## config.mk

```make
export PLATFORM = sky130hd
export DESIGN_NAME = pzcorebus_response_pipeline_slicer_flat
export DESIGN_NICKNAME = d
export VERILOG_FILES = /design/src/rtl/pzcorebus_response_pipeline_slicer_if.sv /design/src/rtl/pzcorebus_response_pipeline_slicer.sv /design/src/flat_wrapper.sv
export SDC_FILE = /design/constraint.sdc
export NUM_CORES = 1
export LEC_CHECK = 0
export ABC_AREA = 1
export BUFFER_PORTS_ARGS = -buffer_cell sky130_fd_sc_hd__buf_2
export CAP_MARGIN = 20
export CORE_MARGIN = 4
export CORE_UTILIZATION = 37
export DETAILED_ROUTE_END_ITERATION = 7
export GPL_TIMING_DRIVEN = 0
export PLACE_DENSITY = 0.6
export SLEW_MARGIN = 40
export SYNTH_ARGS = -nofsm -noshare
export SYNTH_HDL_FRONTEND = slang
export SYNTH_SLANG_ARGS = --single-unit
```

## constraint.sdc

```tcl
create_clock -name i_clk -period 4.3 [get_ports i_clk]
set_input_delay 0.215 -clock i_clk [delete_from_list [all_inputs] [get_ports i_clk]]
set_output_delay 0.215 -clock i_clk [all_outputs]
set_load 0.01 [all_outputs]
```

## src/rtl/pzcorebus_response_pipeline_slicer_if.sv

```systemverilog
// Valid/ready handshake bundle carrying one packed pzcorebus response beat.
interface pzcorebus_response_pipeline_slicer_if #(
  parameter int WIDTH = 32
);
  logic             valid;
  logic             ready;
  logic [WIDTH-1:0] data;

  modport master (output valid, output data, input ready);
  modport slave  (input valid, input data, output ready);
endinterface

```

## src/rtl/pzcorebus_response_pipeline_slicer.sv

```systemverilog
// N-stage register slicer for the pzcorebus response channel (skid or half-rate stages).
// Optional synchronous flush is compiled in with PZCOREBUS_RESPONSE_SLICER_FLUSH_EN.
module pzcorebus_response_pipeline_slicer #(
  parameter int WIDTH          = 32,
  parameter int STAGES         = 2,
  parameter bit FULL_BANDWIDTH = 1'b1,
  parameter bit USE_RESET      = 1'b1,
  parameter int OCC_W          = ((STAGES * (FULL_BANDWIDTH ? 2 : 1)) < 1) ? 1 :
                                 $clog2(STAGES * (FULL_BANDWIDTH ? 2 : 1) + 1)
) (
  input  logic                                 i_clk,
  input  logic                                 i_rst,
  input  logic                                 i_flush,
  pzcorebus_response_pipeline_slicer_if.slave  i_up,
  pzcorebus_response_pipeline_slicer_if.master o_dn,
  output logic [OCC_W-1:0]                     o_occupancy
);

  logic w_flush;
`ifdef PZCOREBUS_RESPONSE_SLICER_FLUSH_EN
  assign w_flush = i_flush;
`else
  logic w_unused_flush;
  assign w_unused_flush = i_flush;
  assign w_flush        = 1'b0;
`endif

  if (STAGES == 0) begin : g_bypass
    logic w_unused_bypass;
    assign w_unused_bypass = ^{i_clk, i_rst, w_flush};
    assign o_dn.valid  = i_up.valid;
    assign o_dn.data   = i_up.data;
    assign i_up.ready  = o_dn.ready;
    assign o_occupancy = '0;
  end else begin : g_pipe
    // Index k of the chain is the input of stage k and the output of stage k-1.
    logic             w_valid [0:STAGES];
    logic             w_ready [0:STAGES];
    logic [WIDTH-1:0] w_data  [0:STAGES];
    logic [1:0]       w_occ   [0:STAGES-1];

    assign w_valid[0]      = i_up.valid & ~w_flush;
    assign w_data[0]       = i_up.data;
    assign i_up.ready      = w_ready[0] & ~w_flush;
    assign o_dn.valid      = w_valid[STAGES] & ~w_flush;
    assign o_dn.data       = w_data[STAGES];
    assign w_ready[STAGES] = o_dn.ready & ~w_flush;

    for (genvar gi = 0; gi < STAGES; gi++) begin : g_stage
      if (FULL_BANDWIDTH) begin : g_full
        logic             r_main_valid;
        logic             r_skid_valid;
        logic [WIDTH-1:0] r_main_data;
        logic [WIDTH-1:0] r_skid_data;
        logic             w_in_fire;
        logic             w_main_load;
        logic             w_main_dload;
        logic             w_skid_load;
        logic [WIDTH-1:0] w_main_next;

        // Main refills whenever it is empty or being drained; the skid only
        // catches a beat that arrives while main is stalled.
        assign w_in_fire    = w_valid[gi] & ~r_skid_valid;
        assign w_main_load  = ~r_main_valid | w_ready[gi+1];
        assign w_main_dload = w_main_load & (r_skid_valid | w_in_fire);
        assign w_skid_load  = w_in_fire & ~w_main_load;
        assign w_main_next  = r_skid_valid ? r_skid_data : w_data[gi];

        always_ff @(posedge i_clk or posedge i_rst) begin
          if (i_rst) begin
            r_main_valid <= 1'b0;
            r_skid_valid <= 1'b0;
          end else if (w_flush) begin
            r_main_valid <= 1'b0;
            r_skid_valid <= 1'b0;
          end else if (w_main_load) begin
            r_main_valid <= r_skid_valid | w_in_fire;
            r_skid_valid <= 1'b0;
          end else if (w_in_fire) begin
            r_skid_valid <= 1'b1;
          end
        end

        if (USE_RESET) begin : g_data_rst
          always_ff @(posedge i_clk or posedge i_rst) begin
            if (i_rst) begin
              r_main_data <= '0;
              r_skid_data <= '0;
            end else begin
              if (w_main_dload) r_main_data <= w_main_next;
              if (w_skid_load)  r_skid_data <= w_data[gi];
            end
          end
        end else begin : g_data_norst
          always_ff @(posedge i_clk) begin
            if (w_main_dload) r_main_data <= w_main_next;
            if (w_skid_load)  r_skid_data <= w_data[gi];
          end
        end

        assign w_ready[gi]   = ~r_skid_valid;
        assign w_valid[gi+1] = r_main_valid;
        assign w_data[gi+1]  = r_main_data;
        assign w_occ[gi]     = {1'b0, r_main_valid} + {1'b0, r_skid_valid};
      end else begin : g_half
        logic             r_valid;
        logic [WIDTH-1:0] r_data;
        logic             w_in_fire;

        assign w_in_fire = w_valid[gi] & ~r_valid;

        always_ff @(posedge i_clk or posedge i_rst) begin
          if (i_rst) begin
            r_valid <= 1'b0;
          end else if (w_flush) begin
            r_valid <= 1'b0;
          end else if (w_in_fire) begin
            r_valid <= 1'b1;
          end else if (w_ready[gi+1]) begin
            r_valid <= 1'b0;
          end
        end

        if (USE_RESET) begin : g_data_rst
          always_ff @(posedge i_clk or posedge i_rst) begin
            if (i_rst)          r_data <= '0;
            else if (w_in_fire) r_data <= w_data[gi];
          end
        end else begin : g_data_norst
          always_ff @(posedge i_clk) begin
            if (w_in_fire) r_data <= w_data[gi];
          end
        end

        assign w_ready[gi]   = ~r_valid;
        assign w_valid[gi+1] = r_valid;
        assign w_data[gi+1]  = r_data;
        assign w_occ[gi]     = {1'b0, r_valid};
      end
    end

    always_comb begin
      o_occupancy = '0;
      for (int k = 0; k < STAGES; k++) begin
        o_occupancy = o_occupancy + OCC_W'(w_occ[k]);
      end
    end
  end

endmodule

```

## src/flat_wrapper.sv

```systemverilog
// flat-port wrapper written by rule: the top's interface ports become plain ports
module pzcorebus_response_pipeline_slicer_flat 
#(
  parameter int WIDTH          = 32,
  parameter int STAGES         = 2,
  parameter bit FULL_BANDWIDTH = 1'b1,
  parameter bit USE_RESET      = 1'b1,
  parameter int OCC_W          = ((STAGES * (FULL_BANDWIDTH ? 2 : 1)) < 1) ? 1 :
                                 $clog2(STAGES * (FULL_BANDWIDTH ? 2 : 1) + 1)
)
  (i_clk, i_rst, i_flush, o_occupancy, i_up_valid, i_up_data, i_up_ready, o_dn_valid, o_dn_data, o_dn_ready);
  pzcorebus_response_pipeline_slicer_if #(.WIDTH(WIDTH)) i_up_i ();
  pzcorebus_response_pipeline_slicer_if #(.WIDTH(WIDTH)) o_dn_i ();
  input  logic i_clk;
  input  logic i_rst;
  input  logic i_flush;
  output logic [OCC_W-1:0] o_occupancy;
  input wire logic [$bits(i_up_i.valid)-1:0] i_up_valid;
  input wire logic [$bits(i_up_i.data)-1:0] i_up_data;
  output wire logic [$bits(i_up_i.ready)-1:0] i_up_ready;
  output wire logic [$bits(o_dn_i.valid)-1:0] o_dn_valid;
  output wire logic [$bits(o_dn_i.data)-1:0] o_dn_data;
  input wire logic [$bits(o_dn_i.ready)-1:0] o_dn_ready;
  assign i_up_i.valid = i_up_valid;
  assign i_up_i.data = i_up_data;
  assign i_up_ready = i_up_i.ready;
  assign o_dn_valid = o_dn_i.valid;
  assign o_dn_data = o_dn_i.data;
  assign o_dn_i.ready = o_dn_ready;
  pzcorebus_response_pipeline_slicer #(.WIDTH(WIDTH), .STAGES(STAGES), .FULL_BANDWIDTH(FULL_BANDWIDTH), .USE_RESET(USE_RESET), .OCC_W(OCC_W)) u_core (.i_clk(i_clk), .i_rst(i_rst), .i_flush(i_flush), .i_up(i_up_i), .o_dn(o_dn_i), .o_occupancy(o_occupancy));
endmodule
```

## After elaboration in Yosys (flattened, before gate mapping)

Index checks and enable logic that the tools add are counted.

| word-level totals | value |
|---|---|
| logic and storage cells | 35 |
| register bits | 132 |
| output and inout bits | 37 |
| bits of input ports | 37 |

| operators by class | value |
|---|---|
| bitwise gates (word level) | 16 |
| reductions and logical operators | 2 |
| $add $sub $neg | 3 |
| muxes and demuxes | 6 |

Operator list:

| cell | count |
|---|---|
| two-way mux 32 bit | 2 |
| bitwise AND 1 bit | 6 |
| NOT 1 bit | 6 |
| adder 1 x 1 -> 2 bit | 2 |
| two-way mux 1 bit | 4 |
| bitwise OR 1 bit | 4 |
| nonzero test 2 bit | 2 |
| adder 2 x 2 -> 3 bit | 1 |

## Depth between registers and ports, before layout

Gate-level depths: netlist (run 1).

| depth | value |
|---|---|
| word-level depth | 4 |
| mapped depth | 7 |
| mapped depth without buffers | 5 |

## Worst setup path before layout (run 1)

OpenSTA, ideal clock, no wires.

| timing | value |
|---|---|
| kind | register -> output |
| start | reg u_core.g_pipe.g_stage[0].g_full.r_skid_valid |
| end | out o_occupancy[1] |
| buffers on the path | 2 |
| cell stages (with the launch flop) | 8 |
| required time | 4.085 ns |
| data arrival time | 1.720 ns |
| setup slack | 2.365 ns |
| path through | dfrtp_1 buf_2 inv_2 buf_2 fa_1 inv_1 ha_1 ha_1 |

| on the way | value |
|---|---|
| longest elaborated chain between the ends | 2 |

Ends and longest elaborated chain:

| item | RTL line | RTL |
|---|---|---|
| start: declaration | pzcorebus_response_pipeline_slicer.sv:52 | `logic r_skid_valid;` |
| start signal: assignment | pzcorebus_response_pipeline_slicer.sv:72 | `r_skid_valid <= 1'b0;` |
| start signal: assignment | pzcorebus_response_pipeline_slicer.sv:75 | `r_skid_valid <= 1'b0;` |
| start signal: assignment | pzcorebus_response_pipeline_slicer.sv:78 | `r_skid_valid <= 1'b0;` |
| adder 1 x 1 -> 2 bit | pzcorebus_response_pipeline_slicer.sv:104 | `assign w_occ[gi] = {1'b0, r_main_valid} + {1'b0, r_skid_valid};` |
| adder 2 x 2 -> 3 bit | pzcorebus_response_pipeline_slicer.sv:145 | `o_occupancy = o_occupancy + OCC_W'(w_occ[k]);` |
| end: declaration | flat_wrapper.sv:17 | `output logic [OCC_W-1:0] o_occupancy;` |

Every way passes these cells.

## Worst setup path in the final report (run 1)

Same ends and word-level chain as after synthesis.

==> impl_table.tex, run 1 <==
\begin{tabular}{lr}
\hline
Metric & Value \\
\hline
\multicolumn{2}{l}{\textbf{STA}} \\
Setup TNS Final & 0 ns \\
Number of hold-slack violations in the final timing report & 0 \\
Unrepaired setup endpoints after global routing & no \\
Final Setup Violations & 0 \\
Max Clock Skew & 0.005786 ns \\
Relative slew margins & approximately four fifths \\
Worst hold slack across all endpoints & about 0.047 ns \\
Final cycle utilization of the critical path & 60.28\% \\
Fmax & 0.3858 GHz \\
Max Slew Vio Count & 0 \\
Final critical delay including setup and external delays & approximately 2.6 ns \\
Transition time at the pin with the least slew margin & about 0.28 ns \\
\multicolumn{2}{l}{\textbf{Die}} \\
Area of the core & between 15000 and 20000 um2 \\
Floorplan die height & $\sim$140 um \\
Ports & 74 \\
Die Outline Area & around 18000 um2 \\
Site row count & 46 \\
Initial core utilization & a little under two fifths \\
Chip width & roughly 140 um \\
\multicolumn{2}{l}{\textbf{Global routing}} \\
Combined global-route utilization of all metal layers & between 10\% and 20\% \\
Maximum number of pins on one net before global-route repair & 56 \\
Remaining global-route overflow & 0 \\
First-pass GRT wire length & 23630 um \\
Via count of the first global-routing pass & between 4000 and 5000 \\
Number of antenna violations at the first check in global routing & 0 \\
\multicolumn{2}{l}{\textbf{Logic synthesis}} \\
\#FFs+latches synth & 132 \\
Most frequently used cell type in the post-synthesis netlist & sky130\_fd\_sc\_hd\_\_nand2\_1 \\
Top cells by area, synth & sky130\_fd\_sc\_hd\_\_dfrtp\_1 (55\%), sky130\_fd\_sc\_hd\_\_nand2\_1 (32\%), sky130\_fd\_sc\_hd\_\_nand3\_1 (5.3\%), sky130\_fd\_sc\_hd\_\_buf\_2 (2.8\%), sky130\_fd\_sc\_hd\_\_buf\_4 (0.88\%) \\
FFs w/ async S/R, synth & 100.0\% \\
Distinct cell type count of the synthesized netlist & 15 \\
Top-area cell type share of the netlist area & a little under three fifths \\
EDFF count, synth & 0 \\
Synth Net Count & a little over 800 \\
Post-Synthesis Cell Area & about 6000 um2 \\
Post-Synthesis Mean Instance Area & around 7.7 um2 \\
Cell count after synthesis & $\sim$780 \\
Portion of the post-synthesis area used by sequential elements & around 55\% \\
Yosys top cell by area & sky130\_fd\_sc\_hd\_\_dfrtp\_1 \\
Most frequent cells after synthesis & sky130\_fd\_sc\_hd\_\_nand2\_1 (518), sky130\_fd\_sc\_hd\_\_dfrtp\_1 (132), sky130\_fd\_sc\_hd\_\_nand3\_1 (64) \\
Prevailing post-synth register cell & sky130\_fd\_sc\_hd\_\_dfrtp\_1 \\
Number of warnings printed during yosys synthesis & 0 \\
\multicolumn{2}{l}{\textbf{CTS}} \\
Number of H-tree levels & 4 \\
Largest buffer count on any clock path & 2 \\
Number of hold buffers added after CTS & 1 \\
Number of gates resized after CTS & 0 \\
Clock insertion delay at the later pin of the skew report & roughly 0.42 ns \\
Num CTS Buffers & 17 \\
Clock transition at path regs & 0.05 ns \\
Root buffer selected by CTS & sky130\_fd\_sc\_hd\_\_clkbuf\_16 \\
Number of setup buffers added after CTS & 0 \\
CTS tree & built \\
Number of clock sinks seen by CTS & 132 \\
\multicolumn{2}{l}{\textbf{Power}} \\
Power per Cell Area & approximately 560 nW/um2 \\
Switching Share & 31.25\% \\
Total design power & 4.058 mW \\
Total net switching power & $\sim$1.3 mW \\
Proportion of power drawn by flip-flops and latches & between 40\% and 50\% \\
Share of total power in combinational logic & around 23\% \\
Internal power summed over all cells & around 2.8 mW \\
Peak supply drop & around 0.00032 V \\
Clock power share & 32.4\% \\
P\_leak & around 4.2 nW \\
\multicolumn{2}{l}{\textbf{Cells and area}} \\
Post-route insts no fill & about 1100 \\
Area grow syn2layout & 20.62\% \\
Share of layout cells above drive strength 1 & approximately 18\% \\
ANT cells & 0 \\
Post-layout utilization of the core & about 46\% \\
Nets@finish & $\sim$900 \\
\multicolumn{2}{l}{\textbf{Routing}} \\
Remaining design rule violation count & 0 \\
Ratio of routed vias to standard cells & between 4 and 5 \\
Antenna-violating nets left & 0 \\
Iteration-0 DRC count of the detailed router & 313 \\
Routed vias & a little under 5000 \\
Post-Route WL & 13920 um \\
Average detailed-routed wire length per instance & between 10 and 15 um \\
First drt pass iteration count & 5 \\
\multicolumn{2}{l}{\textbf{Worst setup path}} \\
CP endpoint & o\_occupancy[1] \\
Crit path max fanout & 11 \\
Setup crit end kind & primary output \\
Critical Path RT & 4.09 ns \\
Worst setup path startpoint & u\_core.g\_pipe.g\_stage[0].g\_full.r\_skid\_valid \\
CP startpoint kind & flop \\
R2R Setup Slk & approximately 3.0 ns \\
R2R depth & 6 \\
Crit Path Class & reg2out \\
Critical register-to-register path endpoint & u\_core.g\_pipe.g\_stage[0].g\_full.r\_skid\_data[31] \\
Crit Reg-Reg Startpoint & u\_core.g\_pipe.g\_stage[0].g\_full.r\_skid\_valid \\
Crit path DAT & 2.38 ns \\
\multicolumn{2}{l}{\textbf{Outcome}} \\
Status & finished, final reports clean \\
\multicolumn{2}{l}{\textbf{Place}} \\
Number of buffer cells added on primary ports & between 70 and 80 \\
Placed cell count & 1073 \\
Dpl hpwl & around 10000 um \\
Weighted congestion reported at the end of routability-driven placement & about 0.84 \\
\multicolumn{2}{l}{\textbf{Hold path}} \\
Min-delay worst type & in2reg \\
\multicolumn{2}{l}{\textbf{Flow run}} \\
Total of max-cap violations & 0 \\
\hline
\end{tabular}
[power groups by stage]
stage / sequential, mW / combinational [mW] / clock [mW]
after floorplan: 1.85 / 0.593 / 0
after global placement: 1.84 / 0.904 / 0
after detailed placement: 1.85 / 0.927 / 0
after CTS: 1.83 / 0.932 / 1.34
after global routing: 1.88 / 1.08 / 1.39
final: 1.83 / 0.913 / 1.32
[worst max-delay path, cell delays in order, from the launching register on]
cell and delay (ns):
sky130_fd_sc_hd__dfrtp_1 0.32, sky130_fd_sc_hd__buf_2 0.22, sky130_fd_sc_hd__inv_2 0.09, sky130_fd_sc_hd__buf_2 0.21
sky130_fd_sc_hd__fa_1 0.52, sky130_fd_sc_hd__inv_1 0.05, sky130_fd_sc_hd__ha_1 0.17, sky130_fd_sc_hd__ha_1 0.26
sky130_fd_sc_hd__buf_2 0.14
[registers in the layout, summed over array words and instances (netlist names)]
| signal | flops |
|---|---|
| u_core.o_dn.valid | 1 |
| u_core.g_pipe.g_stage.g_full.r_main_data | 32 |
| u_core.o_dn.data | 32 |
| u_core.g_pipe.g_stage.g_full.r_skid_data | 64 |
| u_core.g_pipe.g_stage.g_full.r_skid_valid | 2 |
| u_core.g_pipe.g_stage.g_full.r_main_valid | 1 |
[through the flow]
step / instance area (um2) / setup slack [ns]
6_report: 7231 / 1.708
5_1_grt: 7231 / 1.624
4_1_cts: 7231 / 1.686
3_5_place_dp: 6688 / 2.145
3_3_place_gp: 6625 / -1.174
2_1_floorplan: 5995 / 0.5590
[area by class of cell]
class                           count  area [um2]
Timing Repair Buffer               75       425.4
Sequential cell                   132        3303
Fill cell                        1656        8655
Buffer                             44       256.5
Inverter                           10       45.04
Multi-Input combinational cell    597        2397
Tap cell                          216       270.3
Clock inverter                      5       50.05
Clock buffer                       27       483.0
[placed cells by master (no fill, tap or decap), types with 3 or more instances in the layout]
cell type	instances
sky130_fd_sc_hd__nand2_1	518
sky130_fd_sc_hd__dfrtp_1	132
sky130_fd_sc_hd__buf_2	106
sky130_fd_sc_hd__nand3_1	64
sky130_fd_sc_hd__clkbuf_16	17
sky130_fd_sc_hd__clkbuf_1	8
sky130_fd_sc_hd__buf_4	7
sky130_fd_sc_hd__inv_2	6
sky130_fd_sc_hd__nor2_2	4
sky130_fd_sc_hd__clkinv_2	4
sky130_fd_sc_hd__buf_6	3
sky130_fd_sc_hd__nor2_4	3
sky130_fd_sc_hd__inv_1	3
[logic make-up (layout without fill, tap and decap cells)]
kind of cell	count (synthesis)	after routing	share of synthesized area [%]
AO/OA/AOI/OAI	1	1	0.1461
AND/OR/NAND/NOR	593	593	39.09
adder cells (fa/ha/maj)	3	3	0.7514
flip-flops	132	132	55.10
buffers and inverters	54	161	4.905
[routing by layer]
layer	wire (um)	GRT usage [%]	share of wire, %	up-vias
li1	-	-	-	2588
met1	7158	23.52	51	2231
met2	6067	23.84	44	87
met3	488	3.752	3.5	13
met4	201	5.263	1.4	0
met5	0	0	0	-
[worst min path at each step]
stage	startpoint	end	slack, ns	cells after the start
floorplan	i_up_valid	u_core.g_pipe.g_stage[0].g_full.r_main_valid	0.33	2
global placement	u_core.g_pipe.g_stage[0].g_full.r_skid_data[26]	u_core.g_pipe.g_stage[0].g_full.r_skid_data[26]	0.45	2
detailed placement	i_rst	u_core.o_dn.data[23]	0.19	2
CTS	i_up_data[7]	u_core.g_pipe.g_stage[0].g_full.r_skid_data[7]	0.03	3
global route	i_up_data[15]	u_core.g_pipe.g_stage[0].g_full.r_skid_data[15]	0.06	3
finish	i_up_data[7]	u_core.g_pipe.g_stage[0].g_full.r_skid_data[7]	0.05	3
(Power assumes the default switching activity.)
==> inputs of run 2 (changes only) <==
ABC_AREA = 0   (was 1)
clock period = 2.49 ns   (was 4.3 ns; I/O delays follow)
==> run 2 against run 1 <==
  * Synthesized area shrank 5.2%
  * Highest routed layer unchanged
  * Wire length is 16% lower
  * Combinational power rose by 110%
  * Setup slack worse by 1.5 ns
  * Largest power group unchanged
==> impl_table.tex, run 2 <==
\begin{tabular}{lr}
\hline
Metric & Value \\
\hline
\multicolumn{2}{l}{\textbf{Outcome}} \\
Status & finished, final reports clean (unchanged) \\
\multicolumn{2}{l}{\textbf{Worst setup path}} \\
Crit Reg-Reg Startpoint & u\_core.g\_pipe.g\_stage[0].g\_full.r\_skid\_valid (unchanged) \\
Critical Path RT & 2.37 ns (was 4.09 ns) \\
Setup crit end kind & primary output (unchanged) \\
Critical register-to-register path endpoint & u\_core.g\_pipe.g\_stage[0].g\_full.r\_main\_data[21] (was u\_core.g\_pipe.g\_stage[0].g\_full.r\_skid\_data[31]) \\
Crit Path Class & reg2out (unchanged) \\
R2R Setup Slk & 0.80 ns (was 2.98 ns) \\
R2R depth & 4 (was 6) \\
Crit path DAT & 2.21 ns (was 2.38 ns) \\
CP startpoint kind & flop (unchanged) \\
Crit path max fanout & 19 (was 11) \\
\multicolumn{2}{l}{\textbf{Cells and area}} \\
Share of layout cells above drive strength 1 & 46.51\% (was 17.87\%) \\
Max FFs per register & 64 (unchanged) \\
Register with the highest flop count & u\_core.g\_pipe.g\_stage.g\_full.r\_skid\_data (unchanged) \\
ANT cells & 0 (unchanged) \\
Area grow syn2layout & 29.96\% (was 20.62\%) \\
Fin area & 7382 um2 (was 7231 um2) \\
Fillers & 1322 (was 1656) \\
Most common cell after layout, fill and taps aside & sky130\_fd\_sc\_hd\_\_dfrtp\_1 (was sky130\_fd\_sc\_hd\_\_nand2\_1) \\
Post-route insts no fill & 732 (was 1106) \\
Leading cell types in the layout, fill and taps excluded & sky130\_fd\_sc\_hd\_\_dfrtp\_1 (132), sky130\_fd\_sc\_hd\_\_mux2\_2 (118), sky130\_fd\_sc\_hd\_\_buf\_2 (82) (was sky130\_fd\_sc\_hd\_\_nand2\_1 (518), sky130\_fd\_sc\_hd\_\_dfrtp\_1 (132), sky130\_fd\_sc\_hd\_\_buf\_2 (106)) \\
Nets@finish & 571 (was 917) \\
\multicolumn{2}{l}{\textbf{Routing}} \\
Average detailed-routed wire length per instance & 16.06 um (was 12.58 um) \\
Routed vias & 3540 (was 4919) \\
Ratio of routed vias to standard cells & 4.836 (was 4.448) \\
First drt pass iteration count & 4 (was 5) \\
Post-Route WL & 11750 um (was 13920 um) \\
Iteration-0 DRC count of the detailed router & 131 (was 313) \\
Remaining design rule violation count & 0 (unchanged) \\
Antenna-violating nets left & 0 (unchanged) \\
\multicolumn{2}{l}{\textbf{STA}} \\
Fmax & 0.4291 GHz \\
Final cycle utilization of the critical path & 93.59\% \\
Max Clock Skew & 0.006966 ns (was 0.005786 ns) \\
Final Setup Violations & 0 (unchanged) \\
Number of hold-slack violations in the final timing report & 0 (unchanged) \\
Transition time at the pin with the least slew margin & 0.5478 ns (was 0.2775 ns) \\
Final critical delay including setup and external delays & 2.330 ns \\
Worst hold slack across all endpoints & 0.09015 ns (was 0.04693 ns) \\
Unrepaired setup endpoints after global routing & no (unchanged) \\
Relative slew margins & 63.48\% (was 81.50\%) \\
Max Slew Vio Count & 0 (unchanged) \\
Final Worst Setup Slack & 0.1597 ns (was 1.708 ns) \\
\multicolumn{2}{l}{\textbf{Power}} \\
Peak supply drop & 0.0004820 V (was 0.0003243 V) \\
Total net switching power & 2.152 mW (was 1.268 mW) \\
Power per Cell Area & 1071 nW/um2 (was 561.2 nW/um2) \\
Share of total power in combinational logic & 24.3\% (was 22.5\%) \\
Internal power summed over all cells & 5.757 mW (was 2.790 mW) \\
Switching Share & 27.21\% (was 31.25\%) \\
Clock power share & 32.8\% (was 32.4\%) \\
P\_leak & 3.346 nW (was 4.186 nW) \\
Proportion of power drawn by flip-flops and latches & 42.9\% (was 45.1\%) \\
Total design power & 7.909 mW (was 4.058 mW) \\
\multicolumn{2}{l}{\textbf{Logic synthesis}} \\
FFs w/ async S/R, synth & 100.0\% (unchanged) \\
Post-Synthesis Mean Instance Area & 14.17 um2 (was 7.656 um2) \\
Top-area cell type share of the netlist area & 58.15\% (was 55.10\%) \\
Cell count after synthesis & 401 (was 783) \\
Number of warnings printed during yosys synthesis & 0 (unchanged) \\
Most frequently used cell type in the post-synthesis netlist & sky130\_fd\_sc\_hd\_\_dfrtp\_1 (was sky130\_fd\_sc\_hd\_\_nand2\_1) \\
Top cells by area, synth & sky130\_fd\_sc\_hd\_\_dfrtp\_1 (58\%), sky130\_fd\_sc\_hd\_\_mux2\_2 (23\%), sky130\_fd\_sc\_hd\_\_mux2i\_1 (5.6\%), sky130\_fd\_sc\_hd\_\_o21ai\_0 (2.8\%), sky130\_fd\_sc\_hd\_\_nand2\_1 (2.3\%) (was sky130\_fd\_sc\_hd\_\_dfrtp\_1 (55\%), sky130\_fd\_sc\_hd\_\_nand2\_1 (32\%), sky130\_fd\_sc\_hd\_\_nand3\_1 (5.3\%), sky130\_fd\_sc\_hd\_\_buf\_2 (2.8\%), sky130\_fd\_sc\_hd\_\_buf\_4 (0.88\%)) \\
Most frequent cells after synthesis & sky130\_fd\_sc\_hd\_\_dfrtp\_1 (132), sky130\_fd\_sc\_hd\_\_mux2\_2 (118), sky130\_fd\_sc\_hd\_\_nand2\_1 (35) (was sky130\_fd\_sc\_hd\_\_nand2\_1 (518), sky130\_fd\_sc\_hd\_\_dfrtp\_1 (132), sky130\_fd\_sc\_hd\_\_nand3\_1 (64)) \\
EDFF count, synth & 0 (unchanged) \\
Distinct cell type count of the synthesized netlist & 19 (was 15) \\
Prevailing post-synth register cell & sky130\_fd\_sc\_hd\_\_dfrtp\_1 (unchanged) \\
\#FFs+latches synth & 132 (unchanged) \\
Portion of the post-synthesis area used by sequential elements & 58.15\% (was 55.10\%) \\
Synth Net Count & 441 (was 823) \\
Yosys top cell by area & sky130\_fd\_sc\_hd\_\_dfrtp\_1 (unchanged) \\
Post-Synthesis Cell Area & 5680 um2 (was 5994 um2) \\
\multicolumn{2}{l}{\textbf{Place}} \\
Dpl hpwl & 8072 um (was 10060 um) \\
Weighted congestion reported at the end of routability-driven placement & 0.6972 (was 0.8355) \\
Area after detailed placement & 6430 um2 (was 6688 um2) \\
Worst slack, placed & 0.3343 ns (was 2.145 ns) \\
Placed cell count & 667 (was 1073) \\
Number of buffer cells added on primary ports & 72 (unchanged) \\
\multicolumn{2}{l}{\textbf{CTS}} \\
Clock insertion delay at the later pin of the skew report & 0.42 ns (about the same) \\
Number of clock sinks seen by CTS & 132 (unchanged) \\
Root buffer selected by CTS & sky130\_fd\_sc\_hd\_\_clkbuf\_16 (unchanged) \\
CTS tree & built (unchanged) \\
Number of setup buffers added after CTS & 0 (unchanged) \\
Clock transition at path regs & 0.06 ns (was 0.05 ns) \\
Num CTS Buffers & 17 (unchanged) \\
Number of H-tree levels & 4 (unchanged) \\
Largest buffer count on any clock path & 2 (unchanged) \\
Number of gates resized after CTS & 0 (unchanged) \\
\multicolumn{2}{l}{\textbf{Hold path}} \\
Number of stages on the worst hold path & 3 (unchanged) \\
Hold-critical path endpoint & u\_core.g\_pipe.g\_stage[1].g\_full.r\_skid\_valid (was u\_core.g\_pipe.g\_stage[0].g\_full.r\_skid\_data[7]) \\
Min-delay worst type & in2reg (unchanged) \\
Launch instance of the worst min-delay path & o\_dn\_ready (was i\_up\_data[7]) \\
\multicolumn{2}{l}{\textbf{Global routing}} \\
Via count of the first global-routing pass & 3762 (was 4717) \\
Maximum number of pins on one net before global-route repair & 27 (was 56) \\
Number of antenna violations at the first check in global routing & 0 (unchanged) \\
Remaining global-route overflow & 0 (unchanged) \\
Combined global-route utilization of all metal layers & 14.18\% (was 16.15\%) \\
First-pass GRT wire length & 19420 um (was 23630 um) \\
\multicolumn{2}{l}{\textbf{Die}} \\
Ports & 74 (unchanged) \\
Initial core utilization & 37.51\% (was 37.74\%) \\
Floorplan die height & 131.9 um (was 135.3 um) \\
Site row count & 45 (was 46) \\
Die Outline Area & 17400 um2 (was 18300 um2) \\
Chip width & 131.9 um (was 135.3 um) \\
Area of the core & 15150 um2 (was 15890 um2) \\
\multicolumn{2}{l}{\textbf{Flow run}} \\
Total of max-cap violations & 0 (unchanged) \\
\hline
\end{tabular}
run 2: power by group through the flow:
stage          clock (mW)  combinational [mW]  sequential, mW
2_1_floorplan           0                1.21            3.45
3_5_place_dp            0                1.92            3.43
3_3_place_gp            0                1.84            3.37
6_report             2.60                1.92            3.39
4_1_cts              2.65                1.97            3.40
5_1_grt              2.74                2.12            3.50
run 2: what timing repair did:
action | 4_1_cts | 5_1_grt
hold endpoints to repair | 80 | 0
hold buffers | 34 | 0
endpoints found under the setup margin | 2 | 0
run 2: worst max path at each step:
stage,start,endpoint,slack (ns)
final,u_core.g_pipe.g_stage[1].g_full.r_skid_valid,o_occupancy[1],0.16
after global routing,u_core.g_pipe.g_stage[1].g_full.r_skid_valid,o_occupancy[1],0.06
after CTS,u_core.g_pipe.g_stage[1].g_full.r_skid_valid,o_occupancy[1],0.12
after detailed placement,u_core.g_pipe.g_stage[1].g_full.r_skid_valid,o_occupancy[1],0.33
after global placement,i_rst,u_core.g_pipe.g_stage[0].g_full.r_skid_data[10],-0.09
after floorplan,u_core.g_pipe.g_stage[1].g_full.r_skid_valid,o_occupancy[1],0.61
run 2: layout make-up:
type / count / area [um2] / share of cell area (%)
flip-flops and latches: 132 / 3303 / 44.75
plain buffers: 23 / 158.9 / 2.153
repair buffers: 112 / 850.8 / 11.53
well taps: 188 / 235.2 / 3.186
inverters: 6 / 26.28 / 0.3559
clock inverters: 13 / 183.9 / 2.492
multi-input cells: 239 / 2191 / 29.68
clock buffers: 19 / 432.9 / 5.864
run 2: kinds of logic after synthesis:
kind of cell | synth area share (%)
mux | 31.34
flops | 58.15
simple gates | 3.348
compound gates | 3.084
buf+inv | 3.282
fa+ha+maj | 0.7929
run 2: routing by layer:
| metal | up-vias | share of wire (%) | global-route usage [%] |
|---|---|---|---|
| li1 | 1668 | - | - |
| met1 | 1792 | 46 | 18.71 |
| met2 | 67 | 49 | 22.72 |
| met3 | 13 | 4.0 | 3.626 |
| met4 | 0 | 1.2 | 5.076 |
| met5 | - | 0 | 0 |
run 2: through the flow:
step	utilization, %	setup TNS, ns
2_1_floorplan	-	0
3_3_place_gp	41.46	-10.99
3_5_place_dp	42.45	0
4_1_cts	48.74	0
5_1_grt	48.74	0
6_report	48.74	0
run 2: worst max-delay path, stage by stage, from the launching register on:
cell and delay (ns):
sky130_fd_sc_hd__dfrtp_1 0.36, sky130_fd_sc_hd__buf_6 0.23, sky130_fd_sc_hd__inv_1 0.09, sky130_fd_sc_hd__fa_1 0.51, sky130_fd_sc_hd__inv_1 0.04, sky130_fd_sc_hd__ha_1 0.17, sky130_fd_sc_hd__ha_1 0.26, sky130_fd_sc_hd__buf_2 0.14
==> inputs of run 3 (changes only) <==
MAX_ROUTING_LAYER = met4   (was not set)
==> run 3 against run 2 <==
  * Final cell count unchanged
  * Critical path depth did not move
  * Clock power barely moved
  * Die area unchanged
  * Sequential power barely moved
  * Critical endpoint unchanged
  * Highest routed layer unchanged
==> impl_table.tex, run 3 (synthesis gave the netlist of run 2 again) <==
\begin{tabular}{lr}
\hline
Metric & Value \\
\hline
\multicolumn{2}{l}{\textbf{Worst setup path}} \\
R2R depth & 4 (unchanged) \\
CP startpoint kind & flop (unchanged) \\
Setup crit end kind & primary output (unchanged) \\
Crit Reg-Reg Startpoint & u\_core.g\_pipe.g\_stage[0].g\_full.r\_skid\_valid (unchanged) \\
Crit path max fanout & 19 (unchanged) \\
Crit Path Class & reg2out (unchanged) \\
Crit path DAT & 2.21 ns (about the same) \\
Critical register-to-register path endpoint & u\_core.g\_pipe.g\_stage[0].g\_full.r\_main\_data[21] (unchanged) \\
Critical Path RT & 2.37 ns (about the same) \\
R2R Setup Slk & 0.79 ns (was 0.80 ns) \\
\multicolumn{2}{l}{\textbf{Hold path}} \\
Number of stages on the worst hold path & 3 (unchanged) \\
Min-delay worst type & in2reg (unchanged) \\
Hold-critical path endpoint & u\_core.g\_pipe.g\_stage[1].g\_full.r\_skid\_valid (unchanged) \\
Launch instance of the worst min-delay path & o\_dn\_ready (unchanged) \\
\multicolumn{2}{l}{\textbf{Die}} \\
Ports & 74 (unchanged) \\
Area of the core & 15150 um2 (unchanged) \\
Die Outline Area & 17400 um2 (unchanged) \\
Site row count & 45 (unchanged) \\
Chip width & 131.9 um (unchanged) \\
Floorplan die height & 131.9 um (unchanged) \\
Initial core utilization & 37.51\% (unchanged) \\
\multicolumn{2}{l}{\textbf{Cells and area}} \\
Post-layout utilization of the core & 48.74\% (unchanged) \\
Area grow syn2layout & 29.96\% (unchanged) \\
Register with the highest flop count & u\_core.g\_pipe.g\_stage.g\_full.r\_skid\_data (unchanged) \\
ANT cells & 0 (unchanged) \\
Max FFs per register & 64 (unchanged) \\
Leading cell types in the layout, fill and taps excluded & sky130\_fd\_sc\_hd\_\_dfrtp\_1 (132), sky130\_fd\_sc\_hd\_\_mux2\_2 (118), sky130\_fd\_sc\_hd\_\_buf\_2 (82) (unchanged) \\
Share of layout cells above drive strength 1 & 46.51\% (unchanged) \\
Nets@finish & 571 (unchanged) \\
Most common cell after layout, fill and taps aside & sky130\_fd\_sc\_hd\_\_dfrtp\_1 (unchanged) \\
Fin area & 7382 um2 (unchanged) \\
\multicolumn{2}{l}{\textbf{STA}} \\
Max Slew Vio Count & 0 (unchanged) \\
Final cycle utilization of the critical path & 93.57\% (was 93.59\%) \\
Max Clock Skew & 0.006966 ns (unchanged) \\
Transition time at the pin with the least slew margin & 0.5453 ns (was 0.5478 ns) \\
Number of hold-slack violations in the final timing report & 0 (unchanged) \\
Worst hold slack across all endpoints & 0.08950 ns (was 0.09015 ns) \\
Fmax & 0.4292 GHz (was 0.4291 GHz) \\
Setup TNS Final & 0 ns (unchanged) \\
Final critical delay including setup and external delays & 2.330 ns (about the same) \\
Final Setup Violations & 0 (unchanged) \\
Final Worst Setup Slack & 0.1601 ns (was 0.1597 ns) \\
Relative slew margins & 63.64\% (was 63.48\%) \\
Unrepaired setup endpoints after global routing & no (unchanged) \\
\multicolumn{2}{l}{\textbf{Routing}} \\
First drt pass iteration count & 4 (unchanged) \\
Average detailed-routed wire length per instance & 16.03 um (was 16.06 um) \\
Routed vias & 3549 (was 3540) \\
Remaining design rule violation count & 0 (unchanged) \\
Antenna-violating nets left & 0 (unchanged) \\
Post-Route WL & 11730 um (was 11750 um) \\
Ratio of routed vias to standard cells & 4.848 (was 4.836) \\
Iteration-0 DRC count of the detailed router & 115 (was 131) \\
\multicolumn{2}{l}{\textbf{Place}} \\
Number of buffer cells added on primary ports & 72 (unchanged) \\
Dpl hpwl & 8072 um (unchanged) \\
Area after detailed placement & 6430 um2 (unchanged) \\
Weighted congestion reported at the end of routability-driven placement & 0.7048 (was 0.6972) \\
Worst slack, placed & 0.3343 ns (unchanged) \\
\multicolumn{2}{l}{\textbf{Power}} \\
P\_leak & 3.346 nW (unchanged) \\
Power per Cell Area & 1071 nW/um2 (about the same) \\
Peak supply drop & 0.0004791 V (was 0.0004820 V) \\
\multicolumn{2}{l}{\textbf{CTS}} \\
Number of setup buffers added after CTS & 0 (unchanged) \\
Num CTS Buffers & 17 (unchanged) \\
Clock insertion delay at the later pin of the skew report & 0.42 ns (about the same) \\
Clock transition at path regs & 0.06 ns (about the same) \\
CTS tree & built (unchanged) \\
Number of gates resized after CTS & 0 (unchanged) \\
Root buffer selected by CTS & sky130\_fd\_sc\_hd\_\_clkbuf\_16 (unchanged) \\
Number of clock sinks seen by CTS & 132 (unchanged) \\
Number of H-tree levels & 4 (unchanged) \\
Largest buffer count on any clock path & 2 (unchanged) \\
\multicolumn{2}{l}{\textbf{Global routing}} \\
Via count of the first global-routing pass & 3760 (was 3762) \\
First-pass GRT wire length & 19420 um (about the same) \\
Number of antenna violations at the first check in global routing & 0 (unchanged) \\
Combined global-route utilization of all metal layers & 14.61\% (was 14.18\%) \\
Maximum number of pins on one net before global-route repair & 27 (unchanged) \\
Remaining global-route overflow & 0 (unchanged) \\
\multicolumn{2}{l}{\textbf{Flow run}} \\
Total of max-cap violations & 0 (unchanged) \\
\multicolumn{2}{l}{\textbf{Outcome}} \\
Status & finished, final reports clean (unchanged) \\
\hline
\end{tabular}
-- run 3: cell counts in the layout (fill, tap and decap cells not counted) --
No cell type changed its count.
-- run 3: stage by stage --
stage	power, mW	instances
finish	7.907	732
floorplan	4.655	401
detailed placement	5.354	667
CTS	8.021	732
global route	8.362	732
global placement	5.215	661
-- run 3: per-layer routing --
| metal | share of wire [%] | vias to the layer above | track usage [%] |
|---|---|---|---|
| li1 | - | 1671 | - |
| met1 | 46 | 1801 | 18.76 |
| met2 | 49 | 63 | 22.75 |
| met3 | 3.7 | 14 | 3.511 |
| met4 | 1.3 | 0 | 5.076 |
| met5 | 0 | - | - |
-- run 3: area by class of cell --
cell class                      instances  area (um2)
Multi-Input combinational cell        239        2191
Buffer                                 23       158.9
Clock inverter                         13       183.9
Timing Repair Buffer                  112       850.8
Sequential cell                       132        3303
Inverter                                6       26.28
Fill cell                            1322        7764
Tap cell                              188       235.2
Clock buffer                           19       432.9
-- run 3: timing repair --
item | in CTS | in global routing
hold endpoints to repair | 80 | 0
hold buffers | 34 | 0
setup endpoints to repair | 2 | 0
-- run 3: worst max-delay path, stage by stage (launching register included) --
cell and delay, ns:
sky130_fd_sc_hd__dfrtp_1 0.36, sky130_fd_sc_hd__buf_6 0.23, sky130_fd_sc_hd__inv_1 0.09, sky130_fd_sc_hd__fa_1 0.51
sky130_fd_sc_hd__inv_1 0.04, sky130_fd_sc_hd__ha_1 0.17, sky130_fd_sc_hd__ha_1 0.26, sky130_fd_sc_hd__buf_2 0.14
-- run 3: report_power, final --
group | internal [mW] | leakage, nW | total, mW | switching, mW
Clock | 1.67 | 0.293 | 2.60 | 0.926
Combinational | 1.12 | 1.45 | 1.92 | 0.801
Sequential | 2.97 | 1.61 | 3.39 | 0.423
Total | 5.76 | 3.35 | 7.91 | 2.15
-- run 3: worst max path at each step --
stage,cells past startpoint,startpoint,slack (ns),to
after floorplan,7,u_core.g_pipe.g_stage[1].g_full.r_skid_valid,0.61,o_occupancy[1]
after global placement,2,i_rst,-0.09,u_core.g_pipe.g_stage[0].g_full.r_skid_data[10]
after detailed placement,8,u_core.g_pipe.g_stage[1].g_full.r_skid_valid,0.33,o_occupancy[1]
after CTS,7,u_core.g_pipe.g_stage[1].g_full.r_skid_valid,0.12,o_occupancy[1]
after global routing,7,u_core.g_pipe.g_stage[1].g_full.r_skid_valid,0.06,o_occupancy[1]
final,7,u_core.g_pipe.g_stage[1].g_full.r_skid_valid,0.16,o_occupancy[1]
